**src/rtl/fetch_ctrl_if.sv**
```systemverilog
// rtl/fetch_ctrl_if.sv - fetch controller bundle: front-end, pc-block and IMEM handshake signals
interface fetch_ctrl_if #(
    parameter int PC_WIDTH = 32
);
    logic                flush;
    logic [PC_WIDTH-1:0] flush_target;
    logic                bp_take;
    logic [PC_WIDTH-1:0] bp_target;
    logic                ifu_stall;
    logic                halt_req;
    logic                imem_req_ready;
    logic                imem_rsp_valid;
    logic                imem_req_valid;
    logic                pc_load;
    logic [PC_WIDTH-1:0] pc_in;
    logic                pc_inc;
    logic                pc_stall;
    logic                pc_predict_take;
    logic [PC_WIDTH-1:0] pc_predict_target;
    logic                rsp_kill;
    logic                halt_ack;

    modport master (
        input  flush, flush_target, bp_take, bp_target, ifu_stall, halt_req,
               imem_req_ready, imem_rsp_valid,
        output imem_req_valid, pc_load, pc_in, pc_inc, pc_stall,
               pc_predict_take, pc_predict_target, rsp_kill, halt_ack
    );

    modport slave (
        output flush, flush_target, bp_take, bp_target, ifu_stall, halt_req,
               imem_req_ready, imem_rsp_valid,
        input  imem_req_valid, pc_load, pc_in, pc_inc, pc_stall,
               pc_predict_take, pc_predict_target, rsp_kill, halt_ack
    );
endinterface

```
**src/rtl/fetch_ctrl.sv**
```systemverilog
// rtl/fetch_ctrl.sv - pc sequencer and metered IMEM fetch issue with flush kill and halt/drain
// Optional perf counters enabled by defining FETCH_CTRL_PERF_EN.
module fetch_ctrl #(
    parameter int PC_WIDTH        = 32,
    parameter int MAX_OUTSTANDING = 2,
    parameter int BOOT_CYCLES     = 4
`ifdef FETCH_CTRL_PERF_EN
   ,parameter int PERF_WIDTH      = 32
`endif
) (
    input  logic            clk,
    input  logic            rst_n,
    fetch_ctrl_if.master    bus
`ifdef FETCH_CTRL_PERF_EN
   ,output logic [PERF_WIDTH-1:0] perf_stall_cnt_o,
    output logic [PERF_WIDTH-1:0] perf_flush_cnt_o
`endif
);
    localparam int CW = $clog2(MAX_OUTSTANDING + 1);
    localparam int BW = (BOOT_CYCLES > 1) ? $clog2(BOOT_CYCLES) : 1;
    localparam logic [CW-1:0] MAX_CNT   = CW'(MAX_OUTSTANDING);
    localparam logic [BW-1:0] BOOT_LAST = BW'(BOOT_CYCLES - 1);

    typedef enum logic [1:0] {S_BOOT, S_RUN, S_DRAIN, S_HALTED} state_t;

    state_t              state_q;
    logic [BW-1:0]       boot_cnt_q;
    logic [CW-1:0]       out_cnt_q, out_cnt_d;
    logic [CW-1:0]       drop_cnt_q, drop_cnt_d;
    logic                pend_v_q, pend_v_d;
    logic [PC_WIDTH-1:0] pend_tgt_q, pend_tgt_d;
    logic                halt_ack_q;
    logic                issue, predict;

    // Outputs are forced low while reset is asserted, even with live front-end inputs.
    always_comb begin
        bus.imem_req_valid = rst_n && (state_q == S_RUN) && !bus.ifu_stall && !bus.flush &&
                             ((out_cnt_q < MAX_CNT) || bus.imem_rsp_valid);
        issue              = bus.imem_req_valid && bus.imem_req_ready;
        predict            = !bus.flush && issue && (pend_v_q || bus.bp_take);
        bus.pc_load        = rst_n && bus.flush;
        bus.pc_in          = bus.pc_load ? bus.flush_target : '0;
        bus.pc_inc         = !bus.flush && issue && !predict;
        bus.pc_stall       = rst_n && bus.ifu_stall;
        bus.pc_predict_take   = predict;
        bus.pc_predict_target = !predict ? '0 : (bus.bp_take ? bus.bp_target : pend_tgt_q);
        bus.rsp_kill       = rst_n && bus.imem_rsp_valid && (drop_cnt_q != '0);
        bus.halt_ack       = halt_ack_q;

        out_cnt_d = out_cnt_q + CW'(issue) - CW'(bus.imem_rsp_valid);

        // After a flush every request still in flight belongs to the old path.
        drop_cnt_d = drop_cnt_q;
        if (bus.flush)
            drop_cnt_d = out_cnt_q - CW'(bus.imem_rsp_valid);
        else if (bus.rsp_kill)
            drop_cnt_d = drop_cnt_q - CW'(1);

        pend_v_d   = pend_v_q;
        pend_tgt_d = pend_tgt_q;
        if (bus.flush || predict) begin
            pend_v_d = 1'b0;
        end else if (bus.bp_take) begin
            pend_v_d   = 1'b1;
            pend_tgt_d = bus.bp_target;
        end
    end

    always_ff @(posedge clk or negedge rst_n) begin
        if (!rst_n) begin
            state_q    <= S_BOOT;
            boot_cnt_q <= '0;
            out_cnt_q  <= '0;
            drop_cnt_q <= '0;
            pend_v_q   <= 1'b0;
            pend_tgt_q <= '0;
            halt_ack_q <= 1'b0;
        end else begin
            out_cnt_q  <= out_cnt_d;
            drop_cnt_q <= drop_cnt_d;
            pend_v_q   <= pend_v_d;
            pend_tgt_q <= pend_tgt_d;
            case (state_q)
                S_BOOT: begin
                    if (boot_cnt_q == BOOT_LAST)
                        state_q <= S_RUN;
                    else
                        boot_cnt_q <= boot_cnt_q + BW'(1);
                end
                S_RUN: begin
                    if (bus.halt_req)
                        state_q <= S_DRAIN;
                end
                S_DRAIN: begin
                    // A dropped halt request wins over a drain that completes the same cycle.
                    if (!bus.halt_req) begin
                        state_q <= S_RUN;
                    end else if (out_cnt_d == '0) begin
                        state_q    <= S_HALTED;
                        halt_ack_q <= 1'b1;
                    end
                end
                S_HALTED: begin
                    if (!bus.halt_req) begin
                        state_q    <= S_RUN;
                        halt_ack_q <= 1'b0;
                    end
                end
                default: state_q <= S_BOOT;
            endcase
        end
    end

    always_ff @(posedge clk) begin
        if (rst_n) begin
            assert (!(bus.imem_rsp_valid && out_cnt_q == '0));
            assert (out_cnt_q <= MAX_CNT);
        end
    end

`ifdef FETCH_CTRL_PERF_EN
    logic [PERF_WIDTH-1:0] perf_stall_q, perf_flush_q;

    always_ff @(posedge clk or negedge rst_n) begin
        if (!rst_n) begin
            perf_stall_q <= '0;
            perf_flush_q <= '0;
        end else begin
            if ((state_q == S_RUN) && !issue && (perf_stall_q != '1))
                perf_stall_q <= perf_stall_q + PERF_WIDTH'(1);
            if (bus.flush && (perf_flush_q != '1))
                perf_flush_q <= perf_flush_q + PERF_WIDTH'(1);
        end
    end

    assign perf_stall_cnt_o = perf_stall_q;
    assign perf_flush_cnt_o = perf_flush_q;
`endif
endmodule
```
**src/flat_wrapper.sv**
```systemverilog
// flat-port wrapper written by rule: the top's interface ports become plain ports
module fetch_ctrl_flat 
#(
    parameter int PC_WIDTH        = 32,
    parameter int MAX_OUTSTANDING = 2,
    parameter int BOOT_CYCLES     = 4

)
  (clk, rst_n, bus_flush, bus_flush_target, bus_bp_take, bus_bp_target, bus_ifu_stall, bus_halt_req, bus_imem_req_ready, bus_imem_rsp_valid, bus_imem_req_valid, bus_pc_load, bus_pc_in, bus_pc_inc, bus_pc_stall, bus_pc_predict_take, bus_pc_predict_target, bus_rsp_kill, bus_halt_ack);
  fetch_ctrl_if #(.PC_WIDTH(PC_WIDTH)) bus_i ();
  input  logic clk;
  input  logic rst_n;
  input wire logic [$bits(bus_i.flush)-1:0] bus_flush;
  input wire logic [$bits(bus_i.flush_target)-1:0] bus_flush_target;
  input wire logic [$bits(bus_i.bp_take)-1:0] bus_bp_take;
  input wire logic [$bits(bus_i.bp_target)-1:0] bus_bp_target;
  input wire logic [$bits(bus_i.ifu_stall)-1:0] bus_ifu_stall;
  input wire logic [$bits(bus_i.halt_req)-1:0] bus_halt_req;
  input wire logic [$bits(bus_i.imem_req_ready)-1:0] bus_imem_req_ready;
  input wire logic [$bits(bus_i.imem_rsp_valid)-1:0] bus_imem_rsp_valid;
  output wire logic [$bits(bus_i.imem_req_valid)-1:0] bus_imem_req_valid;
  output wire logic [$bits(bus_i.pc_load)-1:0] bus_pc_load;
  output wire logic [$bits(bus_i.pc_in)-1:0] bus_pc_in;
  output wire logic [$bits(bus_i.pc_inc)-1:0] bus_pc_inc;
  output wire logic [$bits(bus_i.pc_stall)-1:0] bus_pc_stall;
  output wire logic [$bits(bus_i.pc_predict_take)-1:0] bus_pc_predict_take;
  output wire logic [$bits(bus_i.pc_predict_target)-1:0] bus_pc_predict_target;
  output wire logic [$bits(bus_i.rsp_kill)-1:0] bus_rsp_kill;
  output wire logic [$bits(bus_i.halt_ack)-1:0] bus_halt_ack;
  assign bus_i.flush = bus_flush;
  assign bus_i.flush_target = bus_flush_target;
  assign bus_i.bp_take = bus_bp_take;
  assign bus_i.bp_target = bus_bp_target;
  assign bus_i.ifu_stall = bus_ifu_stall;
  assign bus_i.halt_req = bus_halt_req;
  assign bus_i.imem_req_ready = bus_imem_req_ready;
  assign bus_i.imem_rsp_valid = bus_imem_rsp_valid;
  assign bus_imem_req_valid = bus_i.imem_req_valid;
  assign bus_pc_load = bus_i.pc_load;
  assign bus_pc_in = bus_i.pc_in;
  assign bus_pc_inc = bus_i.pc_inc;
  assign bus_pc_stall = bus_i.pc_stall;
  assign bus_pc_predict_take = bus_i.pc_predict_take;
  assign bus_pc_predict_target = bus_i.pc_predict_target;
  assign bus_rsp_kill = bus_i.rsp_kill;
  assign bus_halt_ack = bus_i.halt_ack;
  fetch_ctrl #(.PC_WIDTH(PC_WIDTH), .MAX_OUTSTANDING(MAX_OUTSTANDING), .BOOT_CYCLES(BOOT_CYCLES)) u_core (.clk(clk), .rst_n(rst_n), .bus(bus_i));
endmodule
```
**config.mk**
```make
export PLATFORM = sky130hd
export DESIGN_NAME = fetch_ctrl_flat
export DESIGN_NICKNAME = d
export VERILOG_FILES = /design/src/rtl/fetch_ctrl_if.sv /design/src/rtl/fetch_ctrl.sv /design/src/flat_wrapper.sv
export SDC_FILE = /design/constraint.sdc
export NUM_CORES = 1
export LEC_CHECK = 0
export BUFFER_PORTS_ARGS = -buffer_cell sky130_fd_sc_hd__buf_2
export CORE_MARGIN = 3
export CORE_UTILIZATION = 46
export CTS_CLUSTER_DIAMETER = 30
export CTS_CLUSTER_SIZE = 16
export DETAILED_ROUTE_END_ITERATION = 6
export PLACE_DENSITY = 0.91
export SYNTH_ARGS = -nofsm -noshare
export SYNTH_HDL_FRONTEND = slang
export SYNTH_SLANG_ARGS = --single-unit
```
**constraint.sdc**
```tcl
create_clock -name clk -period 2.95 [get_ports clk]
set_clock_uncertainty 0.05 [all_clocks]
set_input_delay 0.1475 -clock clk [delete_from_list [all_inputs] [get_ports clk]]
set_output_delay 0.1475 -clock clk [all_outputs]
set_load 0.02 [all_outputs]
```
== Word-level counts from Yosys, hierarchy flattened ==
Cells that the tools add are included.
Storage, ports and cells
  register bits: 42
  input bits: 72
Cells by class
  add/sub/neg operators: 5
  magnitude comparators: 1
  equal/unequal tests: 10
  mux-type cells: 17
  bitwise operators: 1
  reduce and logical (&&, ||, !) cells: 27
Operators with widths (number)
  2-to-1 mux 32 bit: 3
  2-to-1 mux 2 bit: 7
  logical AND 1 bit: 12
  one-hot mux 2 bit (4 select lines): 1
  AND reduction 4 bit: 2
  nonzero test 2 bit: 4
  equality test 2 bit, second input constant: 3
  != test 2 bit, second input constant: 3
  2-to-1 mux 1 bit: 5
  logical NOT 2 bit: 2
  != test 2 x 1 -> 1 bit, second input constant: 2
  subtractor 2 x 1 -> 2 bit: 2
  logical NOT 1 bit: 3
  logical OR 1 bit: 3
  != test 3 x 2 -> 1 bit, second input constant: 1
  adder 2 x 1 -> 2 bit: 1
  adder 2 x 1 -> 2 bit, second input constant: 1
  equality test 2 x 1 -> 1 bit, second input constant: 1
  < comparator 2 bit, second input constant: 1
  one-hot mux 1 bit (2 select lines): 1
  AND reduction 2 bit: 1
  subtractor 2 x 1 -> 2 bit, second input constant: 1
  inverter 1 bit: 1

== Longest topological paths before layout ==
  word-level depth: 12
  gate-level depth with buffers: 10

== Worst setup path before layout ==
No wires, ideal clock.
  path kind: flip-flop to flip-flop
  start: reg u_core.state_q[1]
  end: reg u_core.state_q[0]
  setup time: 0.079 ns
  arrival time: 1.937 ns
  path slack: 0.884 ns
  stages on the path, launching flop included: 11
  path buffers: 0
  period minus slack after synthesis: 2.066 ns
  cells stage by stage: dfrtp_1 inv_1 ha_1 and4bb_1 nand3_4 inv_1 ha_1 xor3_1 nor2_1 o21ai_0 mux2i_1
Between the ends
  word-level cells in the longest chain between the ends: 11
Ends and longest elaborated chain
  start, declared: RTL line fetch_ctrl.sv:26  | state_t state_q;
  start signal, assigned: RTL line fetch_ctrl.sv:71  | state_q <= S_BOOT;
  start signal, assigned: RTL line fetch_ctrl.sv:86  | state_q <= S_RUN;
  start signal, assigned: RTL line fetch_ctrl.sv:92  | state_q <= S_DRAIN;
  equality test 2 x 1 -> 1 bit: RTL line fetch_ctrl.sv:37  | bus.imem_req_valid = rst_n && (state_q == S_RUN) && !bus.ifu_stall && !bus.flush &&
  logical AND 1 bit (4 in series): RTL line fetch_ctrl.sv:37
  logical AND 1 bit: RTL line fetch_ctrl.sv:39  | issue = bus.imem_req_valid && bus.imem_req_ready;
  adder 2 x 1 -> 2 bit: RTL line fetch_ctrl.sv:50  | out_cnt_d = out_cnt_q + CW'(issue) - CW'(bus.imem_rsp_valid);
  subtractor 2 x 1 -> 2 bit: RTL line fetch_ctrl.sv:50
  net u_core.out_cnt_d[1]: RTL line fetch_ctrl.sv:28  | logic [CW-1:0] out_cnt_q, out_cnt_d;
  logical NOT 2 bit: RTL line fetch_ctrl.sv:98  | end else if (out_cnt_d == '0) begin
  != test 3 x 2 -> 1 bit (no source line)
  AND reduction 4 bit (no source line)
The timed path passes the listed nets, and every way through them passes these cells.
A chain may end at the register's enable or synchronous reset.

== Worst setup path after layout ==
Ends and elaborated chain as after synthesis.

==> impl_metrics.toml <==
[worst_hold_path]
hold_path_class = "in2async"

[sta]
max_slew_margin_pct = 50.3
hold_ws_ns = -0.00547
tns_ns = 0
finalHoldViolations = 24
grt_setup_unrepaired = "false"
tightestPinTransition_ns = 0.746
fin_crit_sh_pct = 75.9
fmax_ghz = 0.447
min_period_ns = 2.24
setup-violations-final = 0
drv_slew = 0

[critical_path]
cp-start-kind = "flip-flop"
cp_data_required_time_ns = 3.10
endpoint_kind = "flip-flop"
critPathKind = "reg2reg"
cp_max_fo = 4
crit_arrival_ns = 2.39

[power_and_ir_drop]
swShare_pct = 33.4
power_density_nw_per_um2 = 521
clockPowerShare_pct = 19.8
seq_power_share_pct = 43.8
p_leak_nw = 2.01
finalPower_mw = 1.84
pwr-share-comb_pct = 36.5
ir_worst_vdd_v = 0.000342
p_int_mw = 1.23
switching_power_mw = 0.617

[yosys]
avgSynthCellArea_sq_um = 9.19
synth_warnings = 0
yosysSeqAreaShare_pct = 38.6
syn-num-nets = 376
synth_cell_types = 28
synth_area_sq_um = 2720
ys_ff_latch = 42
syn-instance-count = 296

[global_route]
grt_usage_pct = 19.6
antenna_found_initial = 0
first_global_vias = 2408
grt_first_pass_wirelength_mm = 11.4
gr-total-overflow = 0
grt_max_degree = 78

[drt]
dr.first_iter.drc_count = 119
final_antenna_net_count = 0
firstDrtPassIters = 4
wirelength_mm = 6.95
wl_per_cell_um = 14.0
viasPerCell = 4.99
drcViolationCount = 0
vias = 2486

[clocking]
cts-hold-fix-buffers = 0
cts.clk_slew.worst_paths_ns = 0.09
cts_resized = 0
clk_path_buf_depth = 2
clock_latency_ns = 0.29
cts-root-buf = "clkbuf_8"
cts_sinks = 42
numCtsBuffers = 5
cts_tree = "yes"
cts_setup_buffers = 0
cts_htree_levels = 2

[cells_and_area]
n_antenna_cell = 0
final_core_util_pct = 63.1
nets = 505
layout-drive-gt1-share_pct = 44.6
instances_no_fill = 498
area_delta_synth_final_pct = 30.1

[place]
dp_cells = 490
place.gp.congestion = 0.874
io_buffers = 142
dp_hpwl_mm = 5.23

[floorplanning]
die_h_um = 82.9
ios = 143
initial_core_util_pct = 48.5
core-area_sq_um = 5610
rows = 27
dieArea_sq_um = 6870
die_w_um = 82.9

[run_status]
status = "complete, but fails checks"
violations = "negative hold slack"

[run]
drv_cap = 0
-- worst paths after layout --
kind,from,endpoint,slack [ns],depth (start not counted)
worst max-delay path,u_core.state_q[1],u_core.state_q[0],0.71,10
worst min-delay path,rst_n,u_core.pend_tgt_q[14],-0.005,2
worst max register to register,u_core.state_q[1],u_core.state_q[0],0.71,10
worst min register to register,u_core.boot_cnt_q[0],u_core.boot_cnt_q[0],0.43,1
max in group asynchronous,rst_n,u_core.drop_cnt_q[1],2.36,2
min in group clk,bus_bp_target[9],u_core.pend_tgt_q[9],0.05,2
-- layer usage --
layer / up-vias / share of wire (%) / GRT usage [%]
li1: 1255 / - / -
met1: 1123 / 42 / 23.6
met2: 100 / 50 / 35.3
met3: 8 / 7.5 / 4.96
met4: 0 / 1.2 / 4.16
met5: - / 0 / 0
-- area by class of cell --
class / count / area, sq um
clock inverter: 3 / 21.3
inverter: 8 / 30.0
multi-input combinational: 221 / 1520
timing repair buffer: 147 / 761
clock buffer: 5 / 68.8
fill: 484 / 2070
tap: 72 / 90.1
sequential: 42 / 1050
-- power by group through the flow --
| stage | logic [mW] | clock network (mW) | registers, mW |
|---|---|---|---|
| floorplan | 0.500 | 0 | 0.796 |
| global placement | 0.643 | 0 | 0.805 |
| detailed placement | 0.683 | 0 | 0.811 |
| CTS | 0.682 | 0.376 | 0.806 |
| global route | 0.758 | 0.399 | 0.824 |
| finish | 0.672 | 0.365 | 0.807 |
-- synth_stat cells --
| master | number | area share [%] |
|---|---|---|
| nor2_1 | 61 | 8.4 |
| dfrtp_1 | 42 | 39 |
| and3_1 | 32 | 7.4 |
| mux2_4 | 30 | 17 |
| nand2_1 | 27 | 3.7 |
| a21oi_1 | 26 | 4.8 |
| clkbuf_1 | 20 | 2.8 |
| a22oi_1 | 8 | 2.2 |
| ha_1 | 8 | 3.7 |
| inv_1 | 8 | 1.1 |
| buf_6 | 4 | 1.7 |
| o21ai_0 | 4 | 0.74 |
| and2_1 | 3 | 0.69 |
| mux2_2 | 3 | 1.2 |
| nor2b_1 | 3 | 0.69 |
| mux2i_1 | 2 | 0.74 |
| nand2b_1 | 2 | 0.46 |
| nor3_1 | 2 | 0.37 |
| xor2_1 | 2 | 0.64 |
| a211oi_1 | 1 | 0.28 |
| a31oi_1 | 1 | 0.23 |
| and3b_1 | 1 | 0.32 |
| and4bb_1 | 1 | 0.46 |
| buf_1 | 1 | 0.14 |
| nand3_4 | 1 | 0.64 |
| nand3b_1 | 1 | 0.28 |
| xnor2_1 | 1 | 0.32 |
| xor3_1 | 1 | 0.87 |
-- cell families (layout without fill, tap and decap cells) --
group | Yosys count | after routing | synth area share [%]
AND/OR/NAND/NOR | 134 | 134 | 23.4
flip-flops | 42 | 42 | 38.6
AO/OA/AOI/OAI | 40 | 40 | 8.23
multiplexers | 35 | 35 | 18.5
buffers and inverters | 33 | 163 | 5.66
adder cells (fa/ha/maj) | 8 | 8 | 3.68
XOR/XNOR | 4 | 4 | 1.84
-- sequential cells by signal, indices dropped and copies added (netlist names) --
register and cells:
u_core.out_cnt_q 2, u_core.bus.halt_ack 1, u_core.boot_cnt_q 2, u_core.state_q 2
u_core.pend_tgt_q 32, u_core.pend_v_q 1, u_core.drop_cnt_q 2
-- layout by cell type (no fill, tap or decap), drive strengths merged --
cell	count
and2	3
ha	8
clkinv	2
a31oi	1
and4bb	1
dfrtp	42
xor3	1
nand3b	1
nand2	27
nor3	2
nor2b	3
inv	8
xnor2	1
nor2	61
nand3	1
a21oi	26
buf	147
a22oi	8
o21ai	4
mux2	33
and3b	1
clkbuf	5
mux2i	2
xor2	2
and3	32
clkinvlp	1
a211oi	1
nand2b	2
-- critical path, stage by stage, from the launching register on --
cell	delay, ns
dfrtp_1	0.38
inv_1	0.09
ha_1	0.22
and4bb_1	0.25
nand3_4	0.09
inv_1	0.06
ha_1	0.20
xor3_1	0.21
nor2_1	0.06
o21ai_0	0.33
mux2i_1	0.23
-- stage by stage --
| step | worst slack [ns] | area, sq um |
|---|---|---|
| 2_1_floorplan | 0.884 | 2720 |
| 3_3_place_gp | 0.797 | 3450 |
| 3_5_place_dp | 0.713 | 3450 |
| 4_1_cts | 0.688 | 3540 |
| 5_1_grt | 0.551 | 3540 |
| 6_report | 0.711 | 3540 |
No activity file was read; power rests on OpenSTA's default activity.
